File: config.mk
export PLATFORM = sky130hd
export DESIGN_NAME = posit_decoder_pipe
export DESIGN_NICKNAME = d
export VERILOG_FILES = /design/src/rtl/posit_pkg.sv /design/src/rtl/posit_run_detect.sv /design/src/rtl/posit_decoder_pipe.sv
export SDC_FILE = /design/constraint.sdc
export NUM_CORES = 1
export LEC_CHECK = 0
export ABC_AREA = 1
export BUFFER_PORTS_ARGS = -buffer_cell sky130_fd_sc_hd__buf_4
export CAP_MARGIN = 5
export CORE_AREA = 2 2 152 154
export CTS_CLUSTER_DIAMETER = 200
export DETAILED_ROUTE_END_ITERATION = 10
export DIE_AREA = 0 0 154 156
export PLACE_DENSITY = 0.86
export RECOVER_POWER = 100
export SLEW_MARGIN = 40
export SYNTH_ARGS = -nofsm -noshare
export SYNTH_HDL_FRONTEND = slang
export SYNTH_SLANG_ARGS = --single-unit
export TNS_END_PERCENT = 30
File: constraint.sdc
create_clock -name clk -period 12.8 [get_ports clk]
set_input_delay 1.92 -clock clk [delete_from_list [all_inputs] [get_ports clk]]
set_output_delay 1.92 -clock clk [all_outputs]
set_load 0.005 [all_outputs]
File: src/rtl/posit_pkg.sv
`default_nettype none
// ============================================================================
//  Module      : posit_pkg
//  Description : Shared helpers for the pipelined posit decoder. Derives the
//                regime, exponent and fraction widths from the posit word
//                width N and exponent width ES. Also provides a decoded-posit
//                struct for the default N=64 / ES=4 configuration.
//  Revision    : 1.0  initial pipelined, N/ES-generic release
// ============================================================================
package posit_pkg;

   // Signed width of the regime value k. The magnitude of k is at most N-1,
   // so one bit beyond $clog2(N-1) is needed for the sign.
   function automatic int calc_kw(input int n);
      return $clog2(n - 1) + 1;
   endfunction

   // Fraction width: the word minus the sign, the shortest regime (2 bits)
   // and the exponent.
   function automatic int calc_fs(input int n, input int es);
      return n - es - 3;
   endfunction

   // The exponent port keeps at least one bit so that ES=0 still elaborates.
   function automatic int calc_ew(input int es);
      return (es > 0) ? es : 1;
   endfunction

   localparam int DEF_N  = 64;
   localparam int DEF_ES = 4;
   localparam int DEF_KW = calc_kw(DEF_N);
   localparam int DEF_FS = calc_fs(DEF_N, DEF_ES);
   localparam int DEF_EW = calc_ew(DEF_ES);

   typedef struct packed {
      logic              sign;
      logic [DEF_KW-1:0] k;
      logic [DEF_EW-1:0] exp;
      logic [DEF_FS-1:0] frac;
      logic              zero;
      logic              nar;
   } posit_dec_t;

endpackage : posit_pkg
`default_nettype wire

File: src/rtl/posit_run_detect.sv
`default_nettype none
// ============================================================================
//  Module      : posit_run_detect
//  Description : Combinational leading-run counter. Counts how many bits,
//                starting at the MSB, are equal to the MSB. The result is in
//                the range 1..W; W means that the whole vector is one run.
//  Ports       : vec_i  [W-1:0]   vector to scan (MSB first)
//                run_o  [KW-1:0]  length of the leading run
//                pol_o            polarity of the run (value of the MSB)
//  Revision    : 1.0  initial release
// ============================================================================
module posit_run_detect #(
   parameter int W  = 63,
   parameter int KW = 7
) (
   input  logic [W-1:0]  vec_i,
   output logic [KW-1:0] run_o,
   output logic          pol_o
);

   assign pol_o = vec_i[W-1];

   // Scan from the LSB upwards. The last bit that differs from the MSB wins,
   // which is the highest one, so it marks the end of the leading run.
   always_comb begin
      run_o = KW'(W);
      for (int i = 0; i <= W - 2; i++) begin
         if (vec_i[i] != vec_i[W-1]) begin
            run_o = KW'(W - 1 - i);
         end
      end
   end

endmodule : posit_run_detect
`default_nettype wire

File: src/rtl/posit_decoder_pipe.sv
`default_nettype none
// ============================================================================
//  Module      : posit_decoder_pipe
//  Description : Three-stage pipelined posit decoder with valid/ready flow
//                control. Splits an N-bit posit into sign, signed regime k,
//                exponent and MSB-aligned fraction, and flags zero and NaR.
//                  S1: sign, zero/NaR flags, magnitude x (two's complement of
//                      the low N-1 bits when negative)
//                  S2: leading-run detect, regime value k, remainder
//                  S3: exponent/fraction extraction (output registers)
//                A single global stall (out_valid & ~out_ready) freezes every
//                stage; otherwise all stages advance together.
//  Ports       : clk, rst                    clock, async active-high reset
//                in_valid/in_ready/in_posit  input handshake and word
//                out_valid/out_ready         output handshake
//                out_sign, out_k, out_exp,
//                out_frac, out_zero, out_nar decoded fields
//  Revision    : 1.0  initial pipelined, N/ES-generic release
// ============================================================================
module posit_decoder_pipe
   import posit_pkg::*;
#(
   parameter int N  = 64,
   parameter int ES = 4
) (
   input  logic                      clk,
   input  logic                      rst,
   input  logic                      in_valid,
   output logic                      in_ready,
   input  logic [N-1:0]              in_posit,
   output logic                      out_valid,
   input  logic                      out_ready,
   output logic                      out_sign,
   output logic [calc_kw(N)-1:0]     out_k,
   output logic [calc_ew(ES)-1:0]    out_exp,
   output logic [calc_fs(N,ES)-1:0]  out_frac,
   output logic                      out_zero,
   output logic                      out_nar
);

   // Derived widths; these follow from N and ES and are not overridable.
   localparam int KW   = calc_kw(N);
   localparam int FS   = calc_fs(N, ES);
   localparam int EW   = calc_ew(ES);
   localparam int XW   = N - 1;       // magnitude width (word without sign)
   localparam int REMW = N - 3;       // exponent + fraction after the regime

   // ------------------------------------------------------------------------
   // Flow control
   // ------------------------------------------------------------------------
   logic stall;
   logic advance;
   logic s3_valid_q;

   assign stall    = s3_valid_q & ~out_ready;
   assign advance  = ~stall;
   assign in_ready = advance;

   // ------------------------------------------------------------------------
   // Stage 1: sign, special-value flags, magnitude
   // ------------------------------------------------------------------------
   logic          s1_valid_q;
   logic          s1_sign_q;
   logic          s1_zero_q;
   logic          s1_nar_q;
   logic [XW-1:0] s1_x_q;

   logic          s1_zero_d;
   logic          s1_nar_d;
   logic [XW-1:0] s1_x_d;

   // The negation wraps at N-1 bits, so NaR (1 followed by zeros) maps to
   // x = 0 just like zero does; both are then masked by their flags.
   always_comb begin
      s1_zero_d = (in_posit == '0);
      s1_nar_d  = in_posit[N-1] & (in_posit[N-2:0] == '0);
      s1_x_d    = in_posit[N-1] ? (XW'(0) - in_posit[N-2:0]) : in_posit[N-2:0];
   end

   always_ff @(posedge clk or posedge rst) begin
      if (rst) begin
         s1_valid_q <= 1'b0;
         s1_sign_q  <= 1'b0;
         s1_zero_q  <= 1'b0;
         s1_nar_q   <= 1'b0;
         s1_x_q     <= '0;
      end else if (advance) begin
         s1_valid_q <= in_valid;
         if (in_valid) begin
            s1_sign_q <= in_posit[N-1];
            s1_zero_q <= s1_zero_d;
            s1_nar_q  <= s1_nar_d;
            s1_x_q    <= s1_x_d;
         end
      end
   end

   // ------------------------------------------------------------------------
   // Stage 2: regime decode
   // ------------------------------------------------------------------------
   logic            run_len;
   logic [KW-1:0]   run;
   logic            pol;

   posit_run_detect #(
      .W  (XW),
      .KW (KW)
   ) u_run_detect (
      .vec_i (s1_x_q),
      .run_o (run),
      .pol_o (pol)
   );

   logic            s2_valid_q;
   logic            s2_sign_q;
   logic            s2_zero_q;
   logic            s2_nar_q;
   logic [KW-1:0]   s2_k_q;
   logic [REMW-1:0] s2_rem_q;

   logic [KW-1:0]   s2_k_d;
   logic [XW-1:0]   s2_shift;
   logic [REMW-1:0] s2_rem_d;
   logic [1:0]      unused_shift_lsb;

   assign run_len = 1'b0;

   // The shift drops the regime run plus its terminator. When the run fills
   // the whole magnitude the shift reaches past the word and yields zero,
   // which also zero-fills a truncated exponent. The shift is always at least
   // two, so the two LSBs of the shifted vector are always zero.
   always_comb begin
      s2_k_d   = pol ? (run - KW'(1)) : (KW'(0) - run);
      s2_shift = s1_x_q << (run + KW'(1));
      s2_rem_d = s2_shift[XW-1:2];
      if (s1_zero_q | s1_nar_q) begin
         s2_k_d = '0;
      end
   end

   assign unused_shift_lsb = {s2_shift[1] ^ run_len, s2_shift[0]};

   always_ff @(posedge clk or posedge rst) begin
      if (rst) begin
         s2_valid_q <= 1'b0;
         s2_sign_q  <= 1'b0;
         s2_zero_q  <= 1'b0;
         s2_nar_q   <= 1'b0;
         s2_k_q     <= '0;
         s2_rem_q   <= '0;
      end else if (advance) begin
         s2_valid_q <= s1_valid_q;
         if (s1_valid_q) begin
            s2_sign_q <= s1_sign_q;
            s2_zero_q <= s1_zero_q;
            s2_nar_q  <= s1_nar_q;
            s2_k_q    <= s2_k_d;
            s2_rem_q  <= s2_rem_d;
         end
      end
   end

   // ------------------------------------------------------------------------
   // Stage 3: exponent / fraction split (output registers)
   // ------------------------------------------------------------------------
   logic [EW-1:0] s3_exp_d;
   logic [FS-1:0] s3_frac_d;

   generate
      if (ES > 0) begin : g_exp
         assign s3_exp_d = s2_rem_q[REMW-1 -: ES];
      end else begin : g_no_exp
         assign s3_exp_d = '0;
      end
   endgenerate

   // Zero and NaR arrive with a zero remainder (x = 0), so exponent and
   // fraction are already zero for them without extra masking.
   assign s3_frac_d = s2_rem_q[FS-1:0];

   logic          s3_sign_q;
   logic          s3_zero_q;
   logic          s3_nar_q;
   logic [KW-1:0] s3_k_q;
   logic [EW-1:0] s3_exp_q;
   logic [FS-1:0] s3_frac_q;

   always_ff @(posedge clk or posedge rst) begin
      if (rst) begin
         s3_valid_q <= 1'b0;
         s3_sign_q  <= 1'b0;
         s3_zero_q  <= 1'b0;
         s3_nar_q   <= 1'b0;
         s3_k_q     <= '0;
         s3_exp_q   <= '0;
         s3_frac_q  <= '0;
      end else if (advance) begin
         s3_valid_q <= s2_valid_q;
         if (s2_valid_q) begin
            s3_sign_q <= s2_sign_q;
            s3_zero_q <= s2_zero_q;
            s3_nar_q  <= s2_nar_q;
            s3_k_q    <= s2_k_q;
            s3_exp_q  <= s3_exp_d;
            s3_frac_q <= s3_frac_d;
         end
      end
   end

   assign out_valid = s3_valid_q;
   assign out_sign  = s3_sign_q;
   assign out_k     = s3_k_q;
   assign out_exp   = s3_exp_q;
   assign out_frac  = s3_frac_q;
   assign out_zero  = s3_zero_q;
   assign out_nar   = s3_nar_q;

endmodule : posit_decoder_pipe
`default_nettype wire

==> results of run 1 <==
critical path, delay by kind of cell, from the launching register on:
family	cells	cell delay, ns
and+or+nand+nor	70	6.75
buffers and inverters	5	1.76
adders and majority gates	1	0.72
DFF	1	0.58
worst max-delay path by stage:
stage / slack (ns) / cells past startpoint / endpoint
3_5_place_dp: 4.06 / 78 / s2_rem_q[32]
6_report: 2.87 / 76 / s2_rem_q[32]
3_3_place_gp: 4.05 / 78 / s2_rem_q[32]
2_1_floorplan: 5.11 / 1 / out_exp[0]
5_1_grt: 1.67 / 76 / s2_rem_q[32]
4_1_cts: 3.99 / 78 / s2_rem_q[32]
sequential cells by signal, summed over array words and instances, names as in the netlist:
signal and cells:
out_valid 1, s2_valid_q 1, s2_sign_q 1, out_exp 4
s1_x_q 63, s1_valid_q 1, s1_sign_q 1, s1_nar_q 1
s1_zero_q 1, out_nar 1, out_sign 1, s2_k_q 7
s2_nar_q 1, out_zero 1, out_k 7, s2_zero_q 1
out_frac 57, s2_rem_q 61
cells in the mapped netlist, types with 2 or more instances:
cell type  number
o31ai_1         2
nand2_1       634
nor3_1         21
nand2_4         2
o21ai_0       130
a21oi_1        20
xnor2_1        81
and2_1          3
inv_1         110
or3_1           2
a31oi_1         2
or2_2           4
a21o_1          2
clkbuf_1       63
ha_1            3
buf_1          22
nand4_1        11
nor2_1        108
nand3_1       474
nor4_1          7
buf_4           7
o21bai_1        3
dfrtp_1       211
buf_2          25
xor2_1         44
o22ai_1        15
nand2_2         3
inv_2           5
buf_6           6
mux2_2         33
o211ai_1        3
o21ai_1        25
cell type report:
| type | count | share of cell area, % |
|---|---|---|
| clock buffers | 26 | 3.647 |
| well taps | 285 | 2.226 |
| repair buffers | 155 | 6.818 |
| inverters | 117 | 2.788 |
| flip-flops and latches | 211 | 32.96 |
| multi-input cells | 1642 | 50.80 |
| clock inverters | 12 | 0.7653 |
per-layer routing:
layer	up-vias	GRT usage, %
met2	810	63.91
met5	-	0
met3	146	5.222
met4	0	17.71
met1	7013	51.16
li1	7023	-
metrics by stage:
step | worst slack (ns) | util, %
after floorplan | 5.114 | -
after detailed placement | 4.065 | 69.07
after global routing | 1.675 | 71.64
after global placement | 4.053 | 68.88
after CTS | 3.991 | 72.24
final | 2.870 | 71.64
cell families after synthesis:
kind of cell | share of synthesized area (%)
fa+ha+maj | 0.2604
xor+xnor | 7.708
mux | 2.578
flops | 36.63
buf+inv | 6.970
simple gates | 38.13
compound gates | 7.717
layout by cell type (no fill, tap or decap), types with 2 or more instances in the layout:
cell,instances
a31oi_1,2
dfrtp_1,211
clkbuf_16,21
o31ai_1,2
mux2_2,30
nor2_2,2
nand3_1,474
a21oi_1,20
buf_4,72
and2_1,2
clkbuf_4,62
o211ai_1,4
clkinvlp_4,2
nand2_2,4
nor3_1,21
bufinv_16,2
nand2_4,2
nand2_1,633
or2_2,4
nor2_1,105
inv_2,3
mux2_1,3
o22ai_1,15
or3_1,2
inv_1,109
o21bai_1,3
o21ai_1,7
clkinv_2,7
xor2_1,44
nor4_1,7
xnor2_1,81
inv_4,2
clkbuf_1,21
o21ai_0,148
clkbuf_8,4
a21o_1,2
ha_1,3
nand4_1,11
==> metrics.txt, run 1 <==
die area=24020 um^2; EDFF count, synth=0; status=complete, but fails checks; min-delay src=s2_sign_q; critical path required time=between 10 and 15 ns; CTS clk-pin slew, worst paths=~0.07 ns; Final Max Tran Viols=586; Reg-to-Reg End=s2_rem_q[32]; crit path from=s1_x_q[62]; Min-Delay Path Depth=2; RSZ-0062 raised after global routing=no; DRT iter0 DRCs=between 1000 and 1500; crit-path most repeated cell=nand2_1; Worst slew margin=-187.0%; Crit path largest cell delay=1.38 ns; startpoint types=flip-flop; critical path peak fanout=slightly below 70; ys flop type=dfrtp_1; Mapped Area=between 10000 and 15000 um^2; effective utilization at floorplan=~64%; R2R setup slack=around 2.9 ns; number of antenna violations at the first check in global routing=0; DR DRC count=0; I/O pins=about 140; Core Region=approximately 22000 um^2; cells after synthesis=approximately 2100; placed cell count=between 2000 and 2500; Yosys cell types=44; syn_nets=between 2000 and 2500; Clock Skews=between 0.02 and 0.025 ns; Hold WS=roughly 0.47 ns; top sig layer=met4; Yosys top cell by area=dfrtp_1; R2R depth=76; hold-fix buffers at CTS=0; Cell Rows=55; Met1 Routed Length=between 15000 and 20000 um; design area=16020 um^2; routed wl met3=approximately 3700 um; DIE WIDTH=~150 um; failing checks=capacitance limit, slew limit; Clock Latency Late Sink=roughly 0.52 ns; Max Fclk=roughly 0.1 GHz; Fillers=between 1500 and 2000; remaining antenna violation count=0; fin crit period=just under 10 ns; syn avg cell area=about 6.9 um^2; Slowest-stage cell, CP=nand2_1; vias in the first global route=14150; largest net degree at the start of global routing=about 130; final setup vio count=0; GRT overflow=0; Vias=14990; kind of critical path=flip-flop to flip-flop; setup repair bufs after CTS=0; CTS tree=yes; routed vias/inst=between 6 and 7; TritonCTS buffer count=21; DR pass1 iterations=8; CTS resizes=0; Post-synth ARST share=100.0%; register area share after synthesis=~37%; synth warn=0; IO buf count=140; DR WL/cell=between 15 and 20 um; first-pass GRT wire length=roughly 75000 um; Detailed Place HPWL=~33000 um; area share of the largest cell type after synthesis=a little over a third; CTS max path bufs=3; MaxCap Viol Count=8; CP arrival=slightly above 10 ns; DP Area=around 15000 um^2; antenna cells=0; setup_tns=0 ns; Worst Hold Endpoint=s2_sign_q; DIE HEIGHT=156 um; top cells by area, synth=dfrtp_1 37%, nand2_1 17%, nand3_1 16%, xnor2_1 4.9%, o21ai_0 4.5%; CTS sink cnt=211; Area Growth Syn to Fin=11.15%; Non-Filler Instances=about 2400; drt total wl=around 46000 um; Final Hold Viols=0; Sequential Area=about 5300 um^2; Worst setup EP type=flip-flop; worst r2r src=s1_x_q[62]; htree depth=1; Hold Path Class=flip-flop to flip-flop; share of cells above drive strength 1=approximately a tenth; Worst-Margin Slew=approximately 4.3 ns; routed length on met2=around 22000 um; clk root buf=clkbuf_16; Final Wtd Congestion=1.002; final-stage net count=~2200; number of synthesized register bits=~210; final worst path period share=roughly 78%; GRT Total Usage=between 30% and 40%; area of the multi-input gates=about 8100 um^2
Power of run 1 is left out: the tool's default activity adds up to more than one toggle a clock period on the data nets, which glitch-free logic cannot reach.
==> run 2, diff against run 1 <==
--- a/config.mk
+++ b/config.mk
@@ -8,11 +8,11 @@
 export ABC_AREA = 1
 export BUFFER_PORTS_ARGS = -buffer_cell sky130_fd_sc_hd__buf_4
 export CAP_MARGIN = 5
-export CORE_AREA = 2 2 152 154
+export CORE_AREA = 2 2 165 167
 export CTS_CLUSTER_DIAMETER = 200
 export DETAILED_ROUTE_END_ITERATION = 10
-export DIE_AREA = 0 0 154 156
-export PLACE_DENSITY = 0.86
+export DIE_AREA = 0 0 167 169
+export PLACE_DENSITY = 0.77
 export RECOVER_POWER = 100
 export SLEW_MARGIN = 40
 export SYNTH_ARGS = -nofsm -noshare
==> constraint.sdc (replaced) <==
create_clock -name clk -period 8.5 [get_ports clk]
set_input_delay 1.275 -clock clk [delete_from_list [all_inputs] [get_ports clk]]
set_output_delay 1.275 -clock clk [all_outputs]
set_load 0.005 [all_outputs]
==> run 2 against run 1 <==
Effect of this change:
- clock skew rose by 0.010 ns
- maximum frequency rose by 35%
- via count fell by 2.9%
- core utilization fell by 10 points
- critical endpoint is now s2_rem_q[50]
- cell area rose by 1.6%
- the flow still finishes with violations (capacitance limit, slew limit)
- global-route usage fell by 6.6 points
- sequential cell count did not move
==> metrics.txt, run 2 (same netlist as run 1, synthesis figures left out) <==
Final Power=approximately 8.2 mW; maximum vdd drop=291.8 uV; CTS clk-pin slew, worst paths=0.07 ns; fin crit period=approximately 7.3 ns; pwr/cell area=between 500 and 600 nW/um^2; CTS tree=yes; GRT Total Usage=32.14%; Final Max Tran Viols=around 510; commonest non-fill, non-tap cell in the layout=nand2_1; Final Wtd Congestion=just under 1; final-stage net count=about 2200; DIE HEIGHT=approximately 170 um; Hold WS=0.4820 ns; drt total wl=between 40000 and 50000 um; Vias=between 10000 and 15000; Worst slew margin=-229.4%; Slowest-stage cell, CP=clkbuf_1; startpoint types=flip-flop; Area Growth Syn to Fin=12.93%; vias in the first global route=between 10000 and 15000; DR pass1 iterations=5; failing checks=capacitance limit, slew limit; CP top delay family=simple AND/OR/NAND/NOR gates; WP buf/inv=3; status=complete, but fails checks; share of cells above drive strength 1=between 10% and 20%; final setup vio count=0; critical path required time=between 8 and 9 ns; DR DRC count=0; setup_tns=0 ns; Detailed Place HPWL=approximately 34000 um; die area=roughly 28000 um^2; hold-fix buffers at CTS=0; IO buf count=between 100 and 150; DP Area=between 15000 and 20000 um^2; Cell Rows=60; critical path peak fanout=68; crit-path most repeated cell=nand2_1; htree depth=1; antenna cells=0; Core Region=about 27000 um^2; clk root buf=clkbuf_16; largest net degree at the start of global routing=around 140; Worst Setup Slack, final=around 1.2 ns; R2R setup slack=1.17 ns; Crit path largest cell delay=approximately 0.88 ns; routed vias/inst=around 5.8; MaxCap Viol Count=6; Worst-Margin Slew=4.941 ns; CTS sink cnt=211; DR WL/cell=approximately 18 um; commonest cells after routing, fill and taps aside=635 x nand2_1, 474 x nand3_1, 210 x dfrtp_1; Largest register FFs=63; DIE WIDTH=167 um; min-delay src=s2_rem_q[41]; Worst setup EP type=flip-flop; CTS max path bufs=3; I/O pins=between 100 and 150; DRT iter0 DRCs=around 1400; remaining antenna violation count=0; number of antenna violations at the first check in global routing=0; Leak=a little under 8 nW; kind of critical path=flip-flop to flip-flop; worst r2r src=s1_x_q[62]; Final Hold Viols=0; GRT overflow=0; CTS resizes=0; crit path from=s1_x_q[62]; final worst path period share=86.22%; Clock Skews=~0.033 ns; post-place setup slack=approximately 1.6 ns; RSZ-0062 raised after global routing=no; first-pass GRT wire length=around 72000 um; TritonCTS buffer count=22; design area=~16000 um^2; most flop-heavy register=s1_x_q; Clock Latency Late Sink=between 0.5 and 0.6 ns; effective utilization at floorplan=a little over half; setup repair bufs after CTS=0; Hold Path Class=flip-flop to flip-flop; CP arrival=about 7.7 ns; Max Fclk=approximately 0.14 GHz
-- run 2: cell type report --
class | count | area, um^2
clock buffer | 25 | 581.8
clock inverter | 15 | 229.0
fill | 2491 | 10220
inverter | 117 | 440.4
multi-input combinational | 1642 | 8134
sequential | 211 | 5284
tap | 341 | 426.7
timing repair buffer | 163 | 1181
-- run 2: path summary, 6_finish.rpt --
path                           endpoint  cells past startpoint
min in group asynchronous  out_frac[30]                      2
max in group asynchronous    out_exp[0]                      3
max                        s2_rem_q[50]                     72
min                        s2_rem_q[41]                      2
max reg2reg                s2_rem_q[50]                     72
min reg2reg                s2_rem_q[41]                      2
-- run 2: report_power, final --
| part | internal [mW] | switching [mW] | leakage [nW] | total (mW) |
|---|---|---|---|---|
| Clock | 0.649 | 0.433 | 0.385 | 1.08 |
| Combinational | 1.73 | 3.66 | 4.93 | 5.39 |
| Sequential | 1.41 | 0.304 | 2.63 | 1.72 |
-- run 2: per-stage QoR --
stage | utilization (%) | cells
final | 61.42 | 2514
after detailed placement | 58.70 | 2474
after global placement | 58.64 | 2474
after floorplan | - | 2093
after CTS | 61.76 | 2514
after global routing | 61.42 | 2514
-- run 2: worst reg2reg max path, delay by kind of cell (launching register included) --
family	cells	cell delay (ns)
simple gates	69	4.80
flops	1	0.67
buf+inv	3	1.76
-- run 2: metal layers --
| layer | track usage [%] | part of all wire (%) | vias up |
|---|---|---|---|
| met1 | 43.12 | 42 | 6828 |
| met3 | 4.325 | 7.1 | 112 |
| met2 | 52.44 | 46 | 565 |
| li1 | - | - | 7057 |
| met5 | 0 | 0 | - |
| met4 | 13.83 | 4.6 | 0 |
Power figures use the tool's default switching activity.
==> run 3, diff against run 2 <==
--- a/config.mk
+++ b/config.mk
@@ -8,11 +8,14 @@
 export ABC_AREA = 1
 export BUFFER_PORTS_ARGS = -buffer_cell sky130_fd_sc_hd__buf_4
 export CAP_MARGIN = 5
-export CORE_AREA = 2 2 165 167
+export CELL_PAD_IN_SITES_DETAIL_PLACEMENT = 0
+export CELL_PAD_IN_SITES_GLOBAL_PLACEMENT = 1
+export CORE_AREA = 2 2 196 198
 export CTS_CLUSTER_DIAMETER = 200
 export DETAILED_ROUTE_END_ITERATION = 10
-export DIE_AREA = 0 0 167 169
-export PLACE_DENSITY = 0.77
+export DIE_AREA = 0 0 198 200
+export GPL_TIMING_DRIVEN = 0
+export PLACE_DENSITY_LB_ADDON = 0.1
 export RECOVER_POWER = 100
 export SLEW_MARGIN = 40
 export SYNTH_ARGS = -nofsm -noshare
==> run 3 against run 2 <==
Effect of this change:
- the flow still finishes with violations (capacitance limit, slew limit)
- final cell count up 11%
- cell area up 3.5%
- die area up 40%
- maximum frequency down 0.22%
- sequential power down 2%
- power up 4.0%
- clock skew down 0.024 ns
- combinational power up 8.0%
- sequential cell count unchanged
- global-route usage down 4.6 points
- first-iteration DRC count down 17%
- core utilization down 16 points
- largest power group unchanged
==> metrics.txt, run 3 (same netlist as run 1, synthesis figures left out) <==
crit-path most repeated cell=nand2_1; Min-Delay Path Depth=2; post-place setup slack=between 1 and 1.5 ns; drt total wl=approximately 55000 um; Worst slew margin=-166.2%; GRT Total Usage=27.52%; min-delay src=s2_sign_q; Final Max Tran Viols=216; setup_tns=0 ns; setup repair bufs after CTS=0; number of antenna violations at the first check in global routing=1; final-stage net count=around 2300; DIE WIDTH=198 um; RSZ-0062 raised after global routing=no; met1 GRT Util=between 30% and 40%; DRT iter0 DRCs=1147; remaining antenna violation count=0; clk root buf=clkbuf_16; CTS resizes=0; CTS clk-pin slew, worst paths=roughly 0.06 ns; Vias=14780; CTS max path bufs=3; vias in the first global route=~14000; kind of critical path=flip-flop to flip-flop; Final Power=between 8 and 9 mW; hold-fix buffers at CTS=0; Largest register FFs=63; Worst Setup Slack, final=1.155 ns; maximum vdd drop=210.2 uV; Clock Latency Late Sink=roughly 0.54 ns; commonest cells after routing, fill and taps aside=635 x nand2_1, 474 x nand3_1, 211 x dfrtp_1; critical path peak fanout=10; effective utilization at floorplan=about two fifths; startpoint types=flip-flop; CP top delay family=simple AND/OR/NAND/NOR gates; GR Util met3=~2.0%; Non-Filler Instances=around 2800; Worst-Margin Slew=3.993 ns; MaxCap Viol Count=3; Fillers=approximately 4000; DR WL/cell=between 15 and 20 um; Cell Rows=71; CP arrival=around 7.8 ns; Crit path largest cell delay=just under 0.6 ns; grt peak-use layer=met2; fin crit period=~7.3 ns; Clock Skews=about 0.0084 ns; Core Region=37400 um^2; DR DRC count=0; final setup vio count=0; share of cells above drive strength 1=11.21%; Worst Hold Endpoint=s2_sign_q; DR pass1 iterations=6; TritonCTS buffer count=23; CTS sink cnt=roughly 210; largest net degree at the start of global routing=79; Hold WS=approximately 0.47 ns; failing checks=capacitance limit, slew limit; worst r2r src=s1_x_q[62]; final worst path period share=between 80% and 90%; instance count on the critical path=77; first-pass GRT wire length=82340 um; Max Fclk=0.1362 GHz; DIE HEIGHT=about 200 um; Slowest-stage cell, CP=clkbuf_1; die area=just under 40000 um^2; Reg-to-Reg End=s2_rem_q[60]; Detailed Place HPWL=45430 um; htree depth=1; Hold Path Class=flip-flop to flip-flop; met2 usage=between 40% and 50%; design area=approximately 17000 um^2; CTS tree=yes; Final Wtd Congestion=roughly 1.0; I/O pins=between 100 and 150; R2R depth=just under 80; placed cell count=about 2700; WP buf/inv=6; IO buf count=139; Final Hold Viols=0; most flop-heavy register=s1_x_q; GRT overflow=0; routed vias/inst=roughly 5.3; DP Area=roughly 16000 um^2; critical path required time=between 8 and 9 ns; status=complete, but fails checks; commonest non-fill, non-tap cell in the layout=nand2_1; pwr/cell area=about 510 nW/um^2; R2R setup slack=between 1 and 1.5 ns; fin util=~45%; Area Growth Syn to Fin=16.89%; Worst setup EP type=flip-flop; Leak=between 8 and 9 nW; antenna cells=0
run 3: cell count changes in the layout (fill, tap and decap cells not counted), moves of 3 or more:
cell | previous run | this run
buf_6 | 0 | 6
clkbuf_1 | 11 | 86
nor2_1 | 105 | 108
clkinvlp_4 | 4 | 0
clkbuf_8 | 2 | 5
buf_2 | 0 | 24
buf_1 | 0 | 13
bufinv_16 | 5 | 2
buf_4 | 80 | 70
run 3: worst min-delay path, stage by stage (launching register included):
cell,delay [ns]
dfrtp_1,0.34
nand2_1,0.05
nand2_1,0.05
run 3: cell type report:
class / instances / area (um^2) / area share, %
inverter: 117 / 441.7 / 2.621
timing repair buffer: 141 / 1032 / 6.127
buffer: 123 / 563.0 / 3.342
multi-input combinational: 1642 / 8127 / 48.23
clock inverter: 6 / 98.84 / 0.5867
tap: 511 / 639.4 / 3.795
clock buffer: 34 / 666.9 / 3.958
sequential: 211 / 5280 / 31.34
run 3: worst max-delay path by stage:
| stage | startpoint | end |
|---|---|---|
| final | s1_x_q[62] | s2_rem_q[60] |
| after global routing | s1_x_q[62] | s2_rem_q[33] |
| after CTS | s1_x_q[62] | s2_rem_q[40] |
| after detailed placement | s1_x_q[62] | s2_rem_q[40] |
| after global placement | rst | s1_x_q[49] |
| after floorplan | rst | out_exp[0] |
run 3: where the power goes:
| group | switching, mW | total (mW) | internal [mW] |
|---|---|---|---|
| registers | 0.276 | 1.68 | 1.41 |
| logic | 4.02 | 5.82 | 1.80 |
| clock network | 0.405 | 1.01 | 0.606 |
| total | 4.70 | 8.52 | 3.82 |
run 3: routing by layer:
layer  vias to the layer above  wire, um
li1                       7258         -
met1                      6930     24490
met2                       482     25330
met3                       113      2362
met4                         0      2399
met5                         -         0
